**src/rtl/bus_pkg.sv**
```systemverilog
// Shared bus definitions: destination field layout, broadcast ID and packet type.
// Used by the port FIFO, the bus handler and the bench for packet construction.
package bus_pkg;
    localparam int          PCKG_SZ_DEF = 16;
    localparam int          DEST_W      = 8;
    localparam logic [7:0]  BCAST_ID    = 8'hFF;

    typedef logic [PCKG_SZ_DEF-1:0] pkt_t;

    function automatic logic [DEST_W-1:0] get_dest(input pkt_t pkt);
        return pkt[PCKG_SZ_DEF-1 -: DEST_W];
    endfunction
endpackage

```
**src/rtl/fifo_core.sv**
```systemverilog
// First-word-fall-through packet FIFO: pointers, occupancy count, storage and pop_err.
// The occupancy count alone decides full/empty, so the pointers wrap freely.
module fifo_core #(
    parameter int W     = 16,
    parameter int DEPTH = 8
) (
    input  logic                       clk,
    input  logic                       rst_n,
    input  logic                       wr_en,
    input  logic [W-1:0]               wr_data,
    input  logic                       rd_en,
    output logic [W-1:0]               rd_data,
    output logic [$clog2(DEPTH+1)-1:0] count,
    output logic                       pndng,
    output logic                       full,
    output logic                       pop_err
);
    localparam int AW = $clog2(DEPTH);
    localparam int CW = $clog2(DEPTH+1);
    localparam logic [CW-1:0] DEPTH_C = CW'(DEPTH);
    localparam logic [CW-1:0] CNT_ONE = CW'(1);
    localparam logic [AW-1:0] PTR_ONE = AW'(1);

    logic [W-1:0]  mem [DEPTH];
    logic [AW-1:0] wr_ptr, rd_ptr;
    logic          wr_ok, rd_ok;

    assign pndng = (count != '0);
    assign full  = (count == DEPTH_C);

    // A pop frees a slot in the same cycle, so a full FIFO still accepts push+pop.
    assign rd_ok = rd_en && pndng;
    assign wr_ok = wr_en && (!full || rd_ok);

    assign rd_data = pndng ? mem[rd_ptr] : '0;

    always_ff @(posedge clk) begin
        if (wr_ok) mem[wr_ptr] <= wr_data;
    end

    always_ff @(posedge clk or negedge rst_n) begin
        if (!rst_n) begin
            wr_ptr  <= '0;
            rd_ptr  <= '0;
            count   <= '0;
            pop_err <= 1'b0;
        end else begin
            pop_err <= rd_en && !pndng;
            if (wr_ok) wr_ptr <= wr_ptr + PTR_ONE;
            if (rd_ok) rd_ptr <= rd_ptr + PTR_ONE;
            case ({wr_ok, rd_ok})
                2'b10:   count <= count + CNT_ONE;
                2'b01:   count <= count - CNT_ONE;
                default: count <= count;
            endcase
        end
    end
endmodule

```
**src/rtl/bus_port_fifo.sv**
```systemverilog
// Per-device input port ahead of the bus handler: destination filter, FWFT buffer,
// sticky overflow and one-cycle bad_dest / pop_err status pulses.
module bus_port_fifo
    import bus_pkg::*;
#(
    parameter int PCKG_SZ = 16,
    parameter int DRVRS   = 4,
    parameter int DEPTH   = 8,
    parameter int ID      = 0
) (
    input  logic                       clk,
    input  logic                       rst_n,
    input  logic                       push,
    input  logic [PCKG_SZ-1:0]         D_push,
    input  logic                       pop,
    output logic [PCKG_SZ-1:0]         D_pop,
    output logic                       pndng,
    output logic                       full,
    output logic [$clog2(DEPTH+1)-1:0] count,
    output logic                       overflow,
    input  logic                       clr_ovf,
    output logic                       bad_dest,
    output logic                       pop_err
);
    logic [DEST_W-1:0] dest;
    logic              legal, push_ok, drop;

    assign dest    = D_push[PCKG_SZ-1 -: DEST_W];
    assign legal   = (dest == BCAST_ID) ||
                     ((dest < DEST_W'(DRVRS)) && (dest != DEST_W'(ID)));
    assign push_ok = push && legal;
    // Only a legal push can overflow; a same-cycle pop makes room.
    assign drop    = push_ok && full && !pop;

    fifo_core #(.W(PCKG_SZ), .DEPTH(DEPTH)) u_core (
        .clk     (clk),
        .rst_n   (rst_n),
        .wr_en   (push_ok),
        .wr_data (D_push),
        .rd_en   (pop),
        .rd_data (D_pop),
        .count   (count),
        .pndng   (pndng),
        .full    (full),
        .pop_err (pop_err)
    );

    always_ff @(posedge clk or negedge rst_n) begin
        if (!rst_n) begin
            overflow <= 1'b0;
            bad_dest <= 1'b0;
        end else begin
            bad_dest <= push && !legal;
            if (drop)         overflow <= 1'b1;
            else if (clr_ovf) overflow <= 1'b0;
        end
    end
endmodule
```
**config.mk**
```make
export PLATFORM = sky130hd
export DESIGN_NAME = bus_port_fifo
export DESIGN_NICKNAME = d
export VERILOG_FILES = /design/src/rtl/bus_pkg.sv /design/src/rtl/fifo_core.sv /design/src/rtl/bus_port_fifo.sv
export SDC_FILE = /design/constraint.sdc
export NUM_CORES = 1
export LEC_CHECK = 0
export ABC_AREA = 1
export BUFFER_PORTS_ARGS = -buffer_cell sky130_fd_sc_hd__buf_2
export CAP_MARGIN = 15
export CORE_ASPECT_RATIO = 0.5
export CORE_MARGIN = 3
export CORE_UTILIZATION = 59
export CTS_CLUSTER_SIZE = 28
export DETAILED_ROUTE_END_ITERATION = 7
export PLACE_DENSITY_LB_ADDON = 0.05
export SYNTH_ARGS = -nofsm -noshare
export SYNTH_HDL_FRONTEND = slang
export SYNTH_SLANG_ARGS = --single-unit
```
**constraint.sdc**
```tcl
create_clock -name clk -period 3.31 [get_ports clk]
set_clock_uncertainty 0.05 [all_clocks]
set_input_delay 0.4965 -clock clk [delete_from_list [all_inputs] [get_ports clk]]
set_output_delay 0.4965 -clock clk [all_outputs]
set_load 0.01 [all_outputs]
```
Yosys cells after proc, flatten, opt, wreduce, memory -nomap -nowiden

Memories as Yosys holds them, arrays and structs flattened.
Cells that the tools add are included.

Register bits: 13
RAM bits: 128
Input port bits: 21
Output and inout port bits: 25
Word-level logic and storage cells: 40
Memories: 1

Add/subtract/negate cells: 4
Magnitude comparators: 1
Eq/ne operators: 4
Mux-type cells: 6
Reductions and logical operators: 18

Memory list:

| name       | depth | width | read ports | clocked after Yosys merged registers in | write ports | line            | RTL |
|---|---|---|---|---|---|---|---|
| u_core.mem | 8     | 16    | 1          | 0                                       | 1           | fifo_core.sv:24 | `logic [W-1:0] mem [DEPTH];` |

Operators with widths:

| cell                                                                  | number |
|---|---|
| 16-bit two-way mux                                                    | 1 |
| 8-bit == test (second input constant)                                 | 1 |
| 1-bit logical AND                                                     | 8 |
| 8-bit by 3-bit < comparator with 1-bit output (second input constant) | 1 |
| 4-bit case mux with 2 select lines                                    | 1 |
| 8-bit nonzero test                                                    | 1 |
| 3-bit by 1-bit adder with 3-bit output (second input constant)        | 2 |
| 4-bit by 1-bit adder with 4-bit output (second input constant)        | 1 |
| 4-bit == test (second input constant)                                 | 1 |
| 1-bit logical NOT                                                     | 4 |
| 1-bit two-way mux                                                     | 4 |
| 2-bit nonzero test                                                    | 2 |
| 4-bit nonzero test                                                    | 1 |
| 4-bit by 1-bit subtractor with 4-bit output (second input constant)   | 1 |
| 2-bit by 1-bit == test with 1-bit output (second input constant)      | 1 |
| 2-bit == test (second input constant)                                 | 1 |
| 1-bit logical OR                                                      | 2 |

Depth between registers and ports, before layout

Depth after elaboration: 7
Gate-level depth with buffers: 17
Depth with buffers taken out: 17

By module

Synthesis repeated with hierarchy kept, for this count alone.

Cells, all modules: 510
Area, all modules: 5934.4 um2

Modules (own cells, without submodules):

| module        | times used | cells an instance | area each (um2) |
|---|---|---|---|
| fifo_core     | 1          | 478               | 5759.3 |
| bus_port_fifo | 1          | 32                | 175.2 |

Worst setup path before layout

Ideal clock, no wire load.

Kind: input -> register
From: input D_push[14]
To: memory u_core.mem[2][0] (enable)
Data arrival time: 2.287 ns
Data required time: 2.851 ns
Path slack: 0.564 ns
Stages: 8
Buffers on the path: 0
Cell sequence: inv_1 > nand2_1 > nor2_1 > nand2_1 > nand2_1 > nand3_2 > or2_4 > nor3_1

Cells in the longest elaborated chain, start to end: 7
Elaborated cells on any way between the ends: 9

Ends and longest elaborated chain:

| element                                                                             | line                | RTL |
|---|---|---|
| start: declaration                                                                  | bus_port_fifo.sv:14 | `input logic [PCKG_SZ-1:0] D_push,` |
| 8-bit by 3-bit < comparator with 1-bit output or 8-bit nonzero test (tied branches) | bus_port_fifo.sv:30 | `((dest < DEST_W'(DRVRS)) && (dest != DEST_W'(ID)));` |
| 1-bit logical AND                                                                   | bus_port_fifo.sv:30 |  |
| 1-bit logical OR (*)                                                                | bus_port_fifo.sv:29 | `assign legal = (dest == BCAST_ID) \|\|` |
| 1-bit logical AND (*)                                                               | bus_port_fifo.sv:31 | `assign push_ok = push && legal;` |
| 1-bit logical AND (*)                                                               | fifo_core.sv:33     | `assign wr_ok = wr_en && (!full \|\| rd_ok);` |
| 1-bit two-way mux (*)                                                               | fifo_core.sv:38     | `if (wr_ok) mem[wr_ptr] <= wr_data;` |
| 1-bit two-way mux (not written as such) (*)                                         | fifo_core.sv:38     |  |
| end: declaration                                                                    | fifo_core.sv:24     |  |

Every way passes the cells marked *; elsewhere a longest branch is shown, timed or not.

Worst setup path in the final report

From: register u_core.rd_ptr[1]
To: output D_pop[9]

Cells in the longest elaborated chain, start to end: 2

Ends and longest elaborated chain:

| element                  | line                | RTL |
|---|---|---|
| start: declaration       | fifo_core.sv:25     | `logic [AW-1:0] wr_ptr, rd_ptr;` |
| start signal: assignment | fifo_core.sv:50     | `if (rd_ok) rd_ptr <= rd_ptr + PTR_ONE;` |
| memory read 8 x 16 bit   | --                  |  |
| 16-bit two-way mux       | fifo_core.sv:35     | `assign rd_data = pndng ? mem[rd_ptr] : '0;` |
| end: declaration         | bus_port_fifo.sv:16 | `output logic [PCKG_SZ-1:0] D_pop,` |

No other way between the ends.

==> impl_results.md <==
- Synth Flop Type: edfxtp_1
- WL met3: 1140 um
- Synth cell types: 28
- Register Area: 0.00417 mm^2
- Critical Path Source Type: flop
- Antenna cells: 0
- GR Util All Layers: 24.1%
- CP max-delay cell: dfrtp_1
- Period utilization: 78.9%
- Syn-to-layout area delta: 18.9%
- Utilization after layout: 75.2%
- Max incr delay on CP: 0.38 ns
- Worst-margin pin slew: 0.654 ns
- Crit end category: output port
- Status: complete, no violations
- CTS tree: yes
- Gpl congestion: 0.846
- CP arrival: 2.07 ns
- Initial core utilization: 63.3%
- DR WL met2: 5620 um
- Tot Pwr: 5.75 mW
- Seq/Total Area, Yosys: 72.4%
- Clock Latency Late Sink: 0.41 ns
- First-pass GRT wire length: 19400 um
- CP Max Fanout: 24
- Top cell by count, worst path: o21ai_0
- Pre-CTS setup slack: 0.677 ns
- IO buf count: 45
- Ys Warns: 0
- Mean Syn Cell Area: 12.4 um^2
- Max Cap Violations: 0
- Root Driver: clkbuf_16
- DRC: 0
- Top Metal Used: met4
- Congestion Overflow GR: 0
- Antenna violations before repair: 0
- Mapped Cells: 466
- PnR worst setup slack: 0.698 ns
- WL/cell: 18.7 um
- Worst VDD drop: 0.472 mV
- Sink Count: 141
- Vias: 3840
- Rel. slew slack: 56.4%
- Post-synth EDFFs: 128
- Yosys top cell by area: edfxtp_1
- Height of the die: 75.8 um
- Antenna-violating nets left: 0
- Top cell type's share of synthesized area: 66.8%
- Number of top-level pins: 46
- Fraction of registers with async set or reset after synthesis: 9.22%
- Setup TNS: 0 ns
- Std cell rows: 24
- Final Setup Violations: 0
- WP data required: 2.76 ns
- Final Hold Violating Endpoints: 0
- Final #Nets: 553
- Min Tclk post-route: 2.61 ns
- Worst-path clk slew: 0.06 ns
- Post-Syn Nets: 492
- Vias per cell: 5.75
- Pleak: 2.50 nW
- Achievable Freq: 383 MHz
- Synth area leaders: edfxtp_1 67%, o21ai_0 7.0%, nor2_1 6.8%, dfrtp_1 5.7%, a31oi_1 1.8%
- Multi-input gate area in the final layout: 0.00142 mm^2
- #FFs+latches synth: 141
- Filler cell count: 587
- RSZ-0062 raised after global routing: no
- Worst Hold Class: in2reg
- HPWL Detailed: 7290 um
- Area of the die: 0.0110 mm^2
- Drt initial violations: 400
- P per Cell Area: 839 mW/mm^2
- Worst path cell trace: inv_1 -> buf_12 -> o21ai_0 -> o22ai_1 -> o21ai_0 -> a31oi_1 -> buf_2
- H-tree depth: 4
- Top-count cell post-synth: edfxtp_1
- Met1 Routed Length: 5570 um
- Slew Viols, Final: 0
- Share of layout cells above drive strength 1: 21.0%
- Vias in the first global route: 3528
- Chip width: 146 um
- WS Path Type: reg2out
- Synthesized cell area: 0.00576 mm^2
- Drt pass-1 iters: 5
- Pin count of the biggest net entering global routing: 36
- Synth top cells by count: 128 x edfxtp_1, 104 x nor2_1, 81 x o21ai_0, 24 x nand2_1, 21 x inv_1
- Routed WL: 12500 um
- CTS Buf Count: 17
- Core footprint: 0.00910 mm^2
- CTS Buffer Depth: 2
per-layer routing:
layer,track usage [%],vias to the layer above
li1,-,1802
met1,33.6,1853
met2,36.3,171
met3,6.77,14
met4,10.6,0
met5,0,-
through the flow:
stage | area [um^2] | std cells | hold slack (ns)
2_1_floorplan | 5760 | 466 | 0.151
3_3_place_gp | 6260 | 637 | 0.347
3_5_place_dp | 6260 | 637 | 0.348
4_1_cts | 6850 | 668 | 0.216
5_1_grt | 6850 | 668 | 0.224
6_report | 6850 | 668 | 0.231
worst paths after layout:
| path | start | end | slack [ns] | cells past startpoint |
|---|---|---|---|---|
| setup / recovery | u_core.rd_ptr[1]$_DFFE_PN0P_ | D_pop[9] | 0.70 | 7 |
| hold / removal | clr_ovf | overflow$_DFFE_PN0P_ | 0.23 | 2 |
| setup reg to reg | u_core.count[1]$_DFFE_PN0P_ | u_core.count[3]$_DFFE_PN0P_ | 0.83 | 15 |
| hold reg to reg | overflow$_DFFE_PN0P_ | overflow$_DFFE_PN0P_ | 0.48 | 2 |
| max in group asynchronous | rst_n | u_core.rd_ptr[0]$_DFFE_PN0P_ | 2.52 | 2 |
| min in group asynchronous | rst_n | u_core.pop_err$_DFF_PN0_ | 0.45 | 2 |
layout make-up:
cell class              count  area share [%]
repair buffers             66            6.18
multi-input cells         277            20.8
clock inverters            12            2.16
well taps                 130            2.38
flip-flops and latches    141            60.9
inverters                  24            1.32
clock buffers              18            6.27
critical path: cells and delay by family (launching register included):
kind	cells	cell delay, ns
buffers and inverters	3	0.70
flip-flops	1	0.38
AO/OA/AOI/OAI	4	0.57
state kept, by name, indices dropped and copies added (netlist names):
signal	flops
u_core.count	4
bad_dest	1
u_core.wr_ptr	3
u_core.rd_ptr	3
overflow	1
u_core.pop_err	1
u_core.mem	128
layout by cell type, fill, tap and decap left out, drive strengths merged:
cell / n
a31oi: 17
nand4: 2
buf: 65
nor3: 8
dlygate4sd3: 1
nand3: 5
nand2: 28
bufinv: 3
nor2: 105
a21oi: 1
o22ai: 17
inv: 24
xnor2: 1
o21ai: 83
or2: 1
clkinvlp: 3
fa: 1
clkinv: 6
xor2: 4
clkbuf: 18
dfrtp: 13
edfxtp: 128
ha: 4
where the power goes:
part	switching, mW	total (mW)	internal [mW]	leakage, nW
combinational	1.18	1.82	0.634	0.920
clock	0.699	1.87	1.17	0.273
sequential	0.0589	2.06	2.00	1.30
what timing repair did:
action | CTS | global route
setup buffers | 0 | 0
hold buffers | 1 | 0
hold endpoints to repair | 13 | 0
resized for setup | 0 | 0
cell families (layout without fill, tap and decap cells):
family | Yosys count | count (layout) | share of synthesized area [%]
and+or+nand+nor | 149 | 149 | 11.0
DFF | 141 | 141 | 72.4
AOI/OAI and AO/OA | 118 | 118 | 11.0
buffers and inverters | 48 | 120 | 3.54
adders and majority gates | 5 | 5 | 1.22
xor gates and xnor gates | 5 | 5 | 0.761
Power figures use the tool's default switching activity.
